[src/rtl/date_pkg.sv]
// Shared calendar definitions: field widths, the date record, month length and
// the clamping used when a date is loaded from the set inputs.
package date_pkg;

   localparam int DAY_W    = 5;
   localparam int MON_W    = 4;
   localparam int YEAR_W   = 7;
   localparam int MAX_YEAR = 99;

   typedef struct packed {
      logic [YEAR_W-1:0] year;
      logic [MON_W-1:0]  month;
      logic [DAY_W-1:0]  day;
   } date_t;

   // Number of days in a month; every year divisible by four is a leap year
   // inside 2000-2099, so only the two low bits of the offset matter.
   function automatic logic [DAY_W-1:0] days_in_month(
      input logic [MON_W-1:0]  month,
      input logic [YEAR_W-1:0] year
   );
      logic [DAY_W-1:0] n;
      case (month)
         MON_W'(4), MON_W'(6), MON_W'(9), MON_W'(11): n = DAY_W'(30);
         MON_W'(2): n = (year[1:0] == 2'b00) ? DAY_W'(29) : DAY_W'(28);
         default:   n = DAY_W'(31);
      endcase
      return n;
   endfunction

   // Forces arbitrary set inputs onto a valid date. Month and year are
   // clamped first because the legal day range depends on both.
   function automatic date_t clamp_date(
      input logic [DAY_W-1:0]  day,
      input logic [MON_W-1:0]  month,
      input logic [YEAR_W-1:0] year
   );
      date_t            r;
      logic [DAY_W-1:0] dmax;
      if (month == '0)
         r.month = MON_W'(1);
      else if (month > MON_W'(12))
         r.month = MON_W'(12);
      else
         r.month = month;
      r.year = (year > YEAR_W'(MAX_YEAR)) ? YEAR_W'(MAX_YEAR) : year;
      dmax   = days_in_month(r.month, r.year);
      if (day == '0)
         r.day = DAY_W'(1);
      else if (day > dmax)
         r.day = dmax;
      else
         r.day = day;
      return r;
   endfunction

endpackage

[src/rtl/date_operation_if.sv]
// Bundle of the calendar stage's carry input, set path and date outputs.
interface date_operation_if;
   import date_pkg::*;

   logic              cout_day;
   logic              set_date_en;
   logic [DAY_W-1:0]  set_date_day;
   logic [MON_W-1:0]  set_date_month;
   logic [YEAR_W-1:0] set_date_year;
   logic [DAY_W-1:0]  out_day;
   logic [MON_W-1:0]  out_month;
   logic [YEAR_W-1:0] out_year;
   logic              cout_century;

   // Driver side: time-of-day counters and the set controller
   modport master (
      output cout_day, set_date_en, set_date_day, set_date_month, set_date_year,
      input  out_day, out_month, out_year, cout_century
   );

   // Calendar stage side
   modport slave (
      input  cout_day, set_date_en, set_date_day, set_date_month, set_date_year,
      output out_day, out_month, out_year, cout_century
   );
endinterface

[src/rtl/day_carry_sync.sv]
// Synchronizes a ripple-carry level into this clock domain and emits a
// single-cycle tick on each rising edge of the synchronized level.
module day_carry_sync #(
   parameter int SYNC_STAGES = 2
) (
   input  logic clk,
   input  logic rst_n,
   input  logic carry_i,
   output logic tick_o
);

   logic [SYNC_STAGES-1:0] sync_q;
   logic                   prev_q;

   // Flop chain plus one history flop for edge detection; reset discards any
   // carry edge still in flight.
   always_ff @(posedge clk or negedge rst_n) begin
      if (!rst_n) begin
         sync_q <= '0;
         prev_q <= 1'b0;
      end else begin
         sync_q <= {sync_q[SYNC_STAGES-2:0], carry_i};
         prev_q <= sync_q[SYNC_STAGES-1];
      end
   end

   assign tick_o = sync_q[SYNC_STAGES-1] & ~prev_q;

endmodule

[src/rtl/date_operation.sv]
// Calendar stage: advances day/month/year on each end-of-day carry, with a
// clamped synchronous set path that takes priority over the carry.
module date_operation
   import date_pkg::*;
#(
   parameter int SYNC_STAGES = 2,
   parameter int RESET_YEAR  = 0
) (
   input  logic             clk,
   input  logic             rst_n,
   date_operation_if.slave  bus
);

   logic [DAY_W-1:0]  day_q,   day_d;
   logic [MON_W-1:0]  month_q, month_d;
   logic [YEAR_W-1:0] year_q,  year_d;
   logic              century_q, century_d;
   logic              tick;
   date_t             set_clamped;

   day_carry_sync #(
      .SYNC_STAGES (SYNC_STAGES)
   ) u_sync (
      .clk     (clk),
      .rst_n   (rst_n),
      .carry_i (bus.cout_day),
      .tick_o  (tick)
   );

   assign set_clamped = clamp_date(bus.set_date_day, bus.set_date_month, bus.set_date_year);

   // Next date: set overrides the tick (the tick is simply dropped), otherwise
   // ripple day -> month -> year, flagging the 99 -> 00 wrap.
   always_comb begin
      day_d     = day_q;
      month_d   = month_q;
      year_d    = year_q;
      century_d = 1'b0;
      if (bus.set_date_en) begin
         day_d   = set_clamped.day;
         month_d = set_clamped.month;
         year_d  = set_clamped.year;
      end else if (tick) begin
         if (day_q < days_in_month(month_q, year_q)) begin
            day_d = day_q + DAY_W'(1);
         end else begin
            day_d = DAY_W'(1);
            if (month_q < MON_W'(12)) begin
               month_d = month_q + MON_W'(1);
            end else begin
               month_d = MON_W'(1);
               if (year_q == YEAR_W'(MAX_YEAR)) begin
                  year_d    = '0;
                  century_d = 1'b1;
               end else begin
                  year_d = year_q + YEAR_W'(1);
               end
            end
         end
      end
   end

   // Date and century-pulse registers
   always_ff @(posedge clk or negedge rst_n) begin
      if (!rst_n) begin
         day_q     <= DAY_W'(1);
         month_q   <= MON_W'(1);
         year_q    <= YEAR_W'(RESET_YEAR);
         century_q <= 1'b0;
      end else begin
         day_q     <= day_d;
         month_q   <= month_d;
         year_q    <= year_d;
         century_q <= century_d;
      end
   end

   assign bus.out_day      = day_q;
   assign bus.out_month    = month_q;
   assign bus.out_year     = year_q;
   assign bus.cout_century = century_q;

endmodule

[src/flat_wrapper.sv]
// flat-port wrapper written by rule: the top's interface ports become plain ports
module date_operation_flat import date_pkg::*;
#(
   parameter int SYNC_STAGES = 2,
   parameter int RESET_YEAR  = 0
)
  (clk, rst_n, bus_cout_day, bus_set_date_en, bus_set_date_day, bus_set_date_month, bus_set_date_year, bus_out_day, bus_out_month, bus_out_year, bus_cout_century);
  date_operation_if bus_i ();
  input  logic clk;
  input  logic rst_n;
  input wire logic [$bits(bus_i.cout_day)-1:0] bus_cout_day;
  input wire logic [$bits(bus_i.set_date_en)-1:0] bus_set_date_en;
  input wire logic [$bits(bus_i.set_date_day)-1:0] bus_set_date_day;
  input wire logic [$bits(bus_i.set_date_month)-1:0] bus_set_date_month;
  input wire logic [$bits(bus_i.set_date_year)-1:0] bus_set_date_year;
  output wire logic [$bits(bus_i.out_day)-1:0] bus_out_day;
  output wire logic [$bits(bus_i.out_month)-1:0] bus_out_month;
  output wire logic [$bits(bus_i.out_year)-1:0] bus_out_year;
  output wire logic [$bits(bus_i.cout_century)-1:0] bus_cout_century;
  assign bus_i.cout_day = bus_cout_day;
  assign bus_i.set_date_en = bus_set_date_en;
  assign bus_i.set_date_day = bus_set_date_day;
  assign bus_i.set_date_month = bus_set_date_month;
  assign bus_i.set_date_year = bus_set_date_year;
  assign bus_out_day = bus_i.out_day;
  assign bus_out_month = bus_i.out_month;
  assign bus_out_year = bus_i.out_year;
  assign bus_cout_century = bus_i.cout_century;
  date_operation #(.SYNC_STAGES(SYNC_STAGES), .RESET_YEAR(RESET_YEAR)) u_core (.clk(clk), .rst_n(rst_n), .bus(bus_i));
endmodule
[config.mk]
export PLATFORM = sky130hd
export DESIGN_NAME = date_operation_flat
export DESIGN_NICKNAME = d
export VERILOG_FILES = /design/src/rtl/date_pkg.sv /design/src/rtl/date_operation_if.sv /design/src/rtl/day_carry_sync.sv /design/src/rtl/date_operation.sv /design/src/flat_wrapper.sv
export SDC_FILE = /design/constraint.sdc
export NUM_CORES = 1
export LEC_CHECK = 0
export BUFFER_PORTS_ARGS = -buffer_cell sky130_fd_sc_hd__buf_2
export CAP_MARGIN = 30
export CORE_ASPECT_RATIO = 1.4
export CORE_MARGIN = 5
export CORE_UTILIZATION = 57
export CTS_CLUSTER_DIAMETER = 50
export CTS_CLUSTER_SIZE = 8
export DETAILED_ROUTE_END_ITERATION = 10
export PLACE_DENSITY = 0.92
export SLEW_MARGIN = 20
export SYNTH_ARGS = -nofsm -noshare
export SYNTH_HDL_FRONTEND = slang
export SYNTH_HIERARCHICAL = 1
export SYNTH_SLANG_ARGS = --single-unit
export TNS_END_PERCENT = 30
[constraint.sdc]
create_clock -name clk -period 5.6 [get_ports clk]
set_clock_uncertainty 0.15 [all_clocks]
set_input_delay 0.84 -clock clk [delete_from_list [all_inputs] [get_ports clk]]
set_output_delay 0.84 -clock clk [all_outputs]
set_load 0.005 [all_outputs]
# Word level (Yosys, flattened, before mapping)
# Cells that the tools add are included.
[classes] n_addsub=3 magnitude_cmp=5 n_eq_ne=13 muxes=28 bitwise=2 reduce_logical=9
[op_table] op="7-bit 2-to-1 mux" count=6
[op_table] op="5-bit 2-to-1 mux" count=7
[op_table] op="4-bit 2-to-1 mux" count=6
[op_table] op="5-bit one-hot mux with 2 select lines" count=2
[op_table] op="4-bit by 3-bit equality test with 1-bit output, second input constant" count=4
[op_table] op="4-bit equality test, second input constant" count=4
[op_table] op="4-bit by 2-bit equality test with 1-bit output, second input constant" count=2
[op_table] op="4-bit OR reduction" count=2
[op_table] op="7-bit by 1-bit adder with 7-bit output, second input constant" count=1
[op_table] op="7-bit equality test, second input constant" count=1
[op_table] op="7-bit > comparator, second input constant" count=1
[op_table] op="1-bit 2-to-1 mux" count=7
[op_table] op="5-bit by 1-bit adder with 5-bit output, second input constant" count=1
[op_table] op="5-bit > comparator" count=1
[op_table] op="5-bit zero test" count=1
[op_table] op="5-bit < comparator" count=1
[op_table] op="4-bit by 1-bit adder with 4-bit output, second input constant" count=1
[op_table] op="4-bit > comparator, second input constant" count=1
[op_table] op="2-bit zero test" count=2
[op_table] op="4-bit zero test" count=1
[op_table] op="4-bit < comparator, second input constant" count=1
[op_table] op="2-bit inequality test, second input constant" count=2
[op_table] op="3-bit AND reduction" count=1
[op_table] op="2-bit AND reduction" count=1
[op_table] op="other kinds (3)" count=3
[word_totals] reg_bits=20 output_inout_bits=17 word_cells=66

# Longest topological paths before layout
[logic_depth] word_depth=10 mapped_depth=10 depth_no_buf=9

# Cells and area by module
# Netlist, hierarchy kept.
[modules_own_cells] module="date_operation" instances=1 cells_each=164 area_per_inst_um2=1377.6 seq_area_each_um2=427.9
[modules_own_cells] module="day_carry_sync" instances=1 cells_each=4 area_per_inst_um2=88.8 seq_area_each_um2=75.1

# Worst setup path before layout
# No wires, ideal clock.
[synth_timing] path_kind="input port to flip-flop" from="input bus_set_date_year[3]" to="register u_core.day_q[1] (netlist: u_core/bus.out_day[1])" setup_ns=0.137 t_arrival_ns=2.376 required_time_ns=5.313 setup_slack_ns=2.937 stages=9 cell_sequence="o311ai_0 -> a21boi_0 -> a21oi_1 -> ha_1 -> nor2b_1 -> o211ai_1 -> nor2_1 -> a21oi_1 -> o211ai_1"
[synth_via] elab_chain_cells=9
[synth_rtl] element="start, declared" line_no="flat_wrapper.sv:15" text="input wire logic [$bits(bus_i.set_date_year)-1:0] bus_set_date_year;"
[synth_rtl] element="7-bit > comparator" line_no="date_pkg.sv:46" text="r.year = (year > YEAR_W'(MAX_YEAR)) ? YEAR_W'(MAX_YEAR) : year;"
[synth_rtl] element="7-bit 2-to-1 mux" line_no="date_pkg.sv:46"
[synth_rtl] element="2-bit zero test" line_no="date_pkg.sv:25" text="MON_W'(2): n = (year[1:0] == 2'b00) ? DAY_W'(29) : DAY_W'(28);"
[synth_rtl] element="1-bit 2-to-1 mux" line_no="date_pkg.sv:25"
[synth_rtl] element="5-bit one-hot mux with 2 select lines" line_no="date_pkg.sv:23" text="case (month)"
[synth_rtl] element="5-bit > comparator" line_no="date_pkg.sv:50" text="else if (day > dmax)"
[synth_rtl] element="5-bit 2-to-1 mux" line_no="date_pkg.sv:50"
[synth_rtl] element="5-bit 2-to-1 mux" line_no="date_pkg.sv:48" text="if (day == '0)"
[synth_rtl] element="5-bit 2-to-1 mux" line_no="date_operation.sv:39" text="if (bus.set_date_en) begin"
[synth_rtl] element="end signal, assigned" line_no="date_operation.sv:71" text="day_q <= day_d;"
[synth_rtl] element="end, declared" line_no="date_operation.sv:14" text="logic [DAY_W-1:0] day_q, day_d;"
# Every way passes these cells.
# A chain may end at the register's enable or synchronous reset.

# Worst setup path after layout
# Ends and elaborated chain as after synthesis.

==> PnR_summary.wiki <==
{| class="wikitable"
! Metric !! Value
|-
| Unrepaired setup endpoints after global routing || false
|-
| Switching fraction of total power || 0.427
|-
| Total buffers and inverters traversed by the critical path || 1
|-
| Count of nets left with antenna violations after detail routing || 0
|-
| Accumulated negative setup slack || 0 ns
|-
| Mapped cell area || 0.00147 sq mm
|-
| Horizontal die dimension || 52.9 microns
|-
| Critical Path Max Stage Delay || 0.88 ns
|-
| CTS resizes || 0
|-
| CTS H-tree lvls || 1
|-
| Aggregate routed wire length || 3740 microns
|-
| Synth Flop Type || dfrtp_1
|-
| Portion of total power attributed to sequential cells || 0.396
|-
| Switching power || 301 uW
|-
| GRT Residual Overflow || 0
|-
| Required arrival time at the worst endpoint || 5.63 ns
|-
| Routability congestion estimate || 0.826
|-
| Count of input and output buffers || 36
|-
| Number of nets in the finished design || 234
|-
| Worst-path maximum fanout || 4
|-
| Combinational power share || 0.438
|-
| CP arrival || 3.13 ns
|-
| Detail-routed net length per standard cell || 15.8 microns
|-
| Via count of the first global-routing pass || 1,414
|-
| Diode count || 0
|-
| Number of iterations in the first detailed-routing pass || 5
|-
| Post-Syn Nets || 198
|-
| Clock network power share || 0.166
|-
| Initial core utilization || 0.600
|-
| Area growth from synthesis to layout || 14.8%
|-
| First-pass GRT wire length || 5980 microns
|-
| Cell row count || 21
|-
| Area of the die || 0.00370 sq mm
|-
| Share of the clock period used by the worst path after layout || 0.553
|-
| Gate Count Post-Synth || 168
|-
| Detailed-route vias per instance || 6.28
|-
| Clk slew on worst S/H paths || 0.12 ns
|-
| Met2 Routed Length || 1960 microns
|-
| Pleak || 0.000759 uW
|-
| Worst-case vdd ir drop || 0.237 mV
|-
| Number of clock sinks seen by CTS || 20
|-
| Highest metal layer with signal wires || met4
|-
| Overall via count from detail_route || 1,488
|-
| Sequence of cells on the critical path || buf_2 -> o311ai_0 -> a21boi_0 -> a21oi_1 -> ha_1 -> nor2b_1 -> o211ai_1 -> nor2_1 -> a21oi_1 -> o211ai_1
|-
| Number of hold violations in the final report || 0
|-
| Post-route worst hold slack || 0.217 ns
|-
| Internal || 404 uW
|-
| Most common cell after layout, fill and taps aside || buf_2
|-
| Commonest cells after routing, fill and taps aside || buf_2, dfrtp_1, nand2_1
|-
| Wl on met1 || 1520 microns
|-
| Top-level I/O count || 37
|-
| Deepest clock path buffer count || 2
|-
| CTS tree || yes
|-
| Met3 Routed Length || 194 microns
|-
| Clock tree root driver cell || clkbuf_4
|-
| DP HPWL || 2800 microns
|-
| Count of different cell masters after synthesis || 44
|-
| Setup violation total in the final timing report || 0
|-
| Power density over the cells || 419 mW/mm^2
|-
| Crit Path Class || input pin to flop
|-
| Number of enable-type register cells in the synthesized netlist || 0
|-
| DRC violation count after routing || 0
|-
| Ys Warns || 6
|-
| Result of the run || completed
|-
| Insertion delay to the later sink of the worst-skew pair || 0.30 ns
|-
| Clock period minus worst slack || 3.10 ns
|-
| Final-layout fill cell count || 189
|-
| Total Routing Usage GR || 0.205
|-
| Crit path max-delay cell type || o311ai_0
|-
| Highest clock frequency the design can meet || 0.323 GHz
|-
| Maximum number of pins on one net before global-route repair || 34
|-
| FF+latch count, synth || 20
|-
| TritonCTS buffer count || 3
|-
| Violation count after the first detailed-routing iteration || 69
|-
| Maximum capacitance violations || 0
|-
| Sequential element share of the synthesized area || 0.343
|-
| Worst setup SP type || input pin
|-
| Synth async-reset ratio || 1.00
|-
| Crit. End Element || flop
|-
| Core Box Area || 0.00244 sq mm
|-
| Max-slew violation count || 0
|-
| Post-CTS setup-driven buffer insertion count || 0
|-
| Slew headroom || 0.307
|-
| Post-CTS Hold Buffers || 0
|-
| Chip Height || 70.0 microns
|-
| Initial antenna violation count || 0
|-
| Slew at the pin closest to its max-slew limit || 1.03 ns
|-
| Proportion of layout cells with a drive suffix above 1 || 0.241
|-
| Total power of the final layout || 705 uW
|-
| Hold WC Path Type || flop to flop
|-
| Average cell area after synthesis || 8.73 sq um
|-
| Category of cells accounting for the largest share of critical-path delay || compound AO/OA/AOI/OAI gates
|}
worst paths after layout:
path / to / from / cells after the start / slack [ns]
worst max-delay path: u_core/bus.out_day[1] / bus_set_date_year[3] / 10 / 2.50
worst min register to register: u_core/u_sync/sync_q[1] / u_core/u_sync/sync_q[0] / 0 / 0.22
worst min-delay path: u_core/u_sync/sync_q[1] / u_core/u_sync/sync_q[0] / 0 / 0.22
max in group asynchronous: u_core/bus.out_month[0] / rst_n / 1 / 4.65
worst max register to register: u_core/bus.out_year[6] / u_core/bus.out_month[0] / 9 / 2.70
min in group asynchronous: u_core/bus.out_year[5] / rst_n / 1 / 0.32
power groups by stage:
stage | Sequential (uW) | Combinational, uW | Clock, uW
floorplan | 262 | 211 | 0
global placement | 272 | 287 | 0
detailed placement | 279 | 302 | 0
CTS | 277 | 307 | 118
global route | 289 | 343 | 124
finish | 279 | 309 | 117
metrics by stage:
stage	cells	util	setup slack, ns	cell area, sq um
CTS	237	0.689	2.61	1680
global placement	233	0.668	2.57	1630
floorplan	168	-	2.94	1470
global route	237	0.689	2.44	1680
detailed placement	233	0.668	2.42	1630
finish	237	0.689	2.50	1680
area by class of cell:
cell class                 count  area (sq um)  share of cell area
sequential                    20           503               0.299
clock buffer                   3          22.5              0.0134
inverter                      11          41.3              0.0245
tap                           34          42.5              0.0253
clock inverter                 1          30.0              0.0178
multi-input combinational    132           865               0.513
timing repair buffer          36           180               0.107
registers in the layout, summed over array words and instances, names as in the netlist:
name and cells:
u_core/bus.out_year 7, u_core/bus.out_month 4, u_core/bus.cout_century 1, u_core/u_sync/sync_q 2
u_core/bus.out_day 5, u_core/u_sync/prev_q 1
logic make-up after synthesis:
| group | count (synthesis) | share of synthesized area |
|---|---|---|
| AND/OR/NAND/NOR | 69 | 0.252 |
| AO/OA/AOI/OAI | 52 | 0.245 |
| flip-flops | 20 | 0.343 |
| buffers and inverters | 16 | 0.0674 |
| adder cells (fa/ha/maj) | 10 | 0.0853 |
| multiplexers | 1 | 0.00768 |
cells in the mapped netlist, types with 2 or more instances:
cell,instances,area [sq um]
o22ai_1,3,18.8
a21oi_1,9,45.0
inv_1,11,41.3
nor4_1,4,25.0
nor3b_1,2,15.0
o21bai_1,2,15.0
dfstp_2,2,52.6
nor3_1,6,30.0
a32oi_1,2,17.5
nor2_1,14,52.6
dfrtp_1,18,450
ha_1,10,125
nand2_1,17,63.8
o31ai_1,3,22.5
o211ai_1,3,22.5
nor2b_1,2,12.5
nand3_1,10,50.1
buf_6,2,22.5
a221oi_1,3,26.3
or3_1,2,12.5
clkbuf_8,2,27.5
nand3b_1,2,15.0
a22oi_1,3,22.5
o21ai_0,15,75.1
nand2b_1,2,12.5
metal layers:
layer,vias to the layer above,global-route usage
li1,700,-
met1,718,0.231
met2,60,0.370
met3,10,0.0298
met4,0,0.0767
met5,-,0
(Power assumes the default switching activity.)
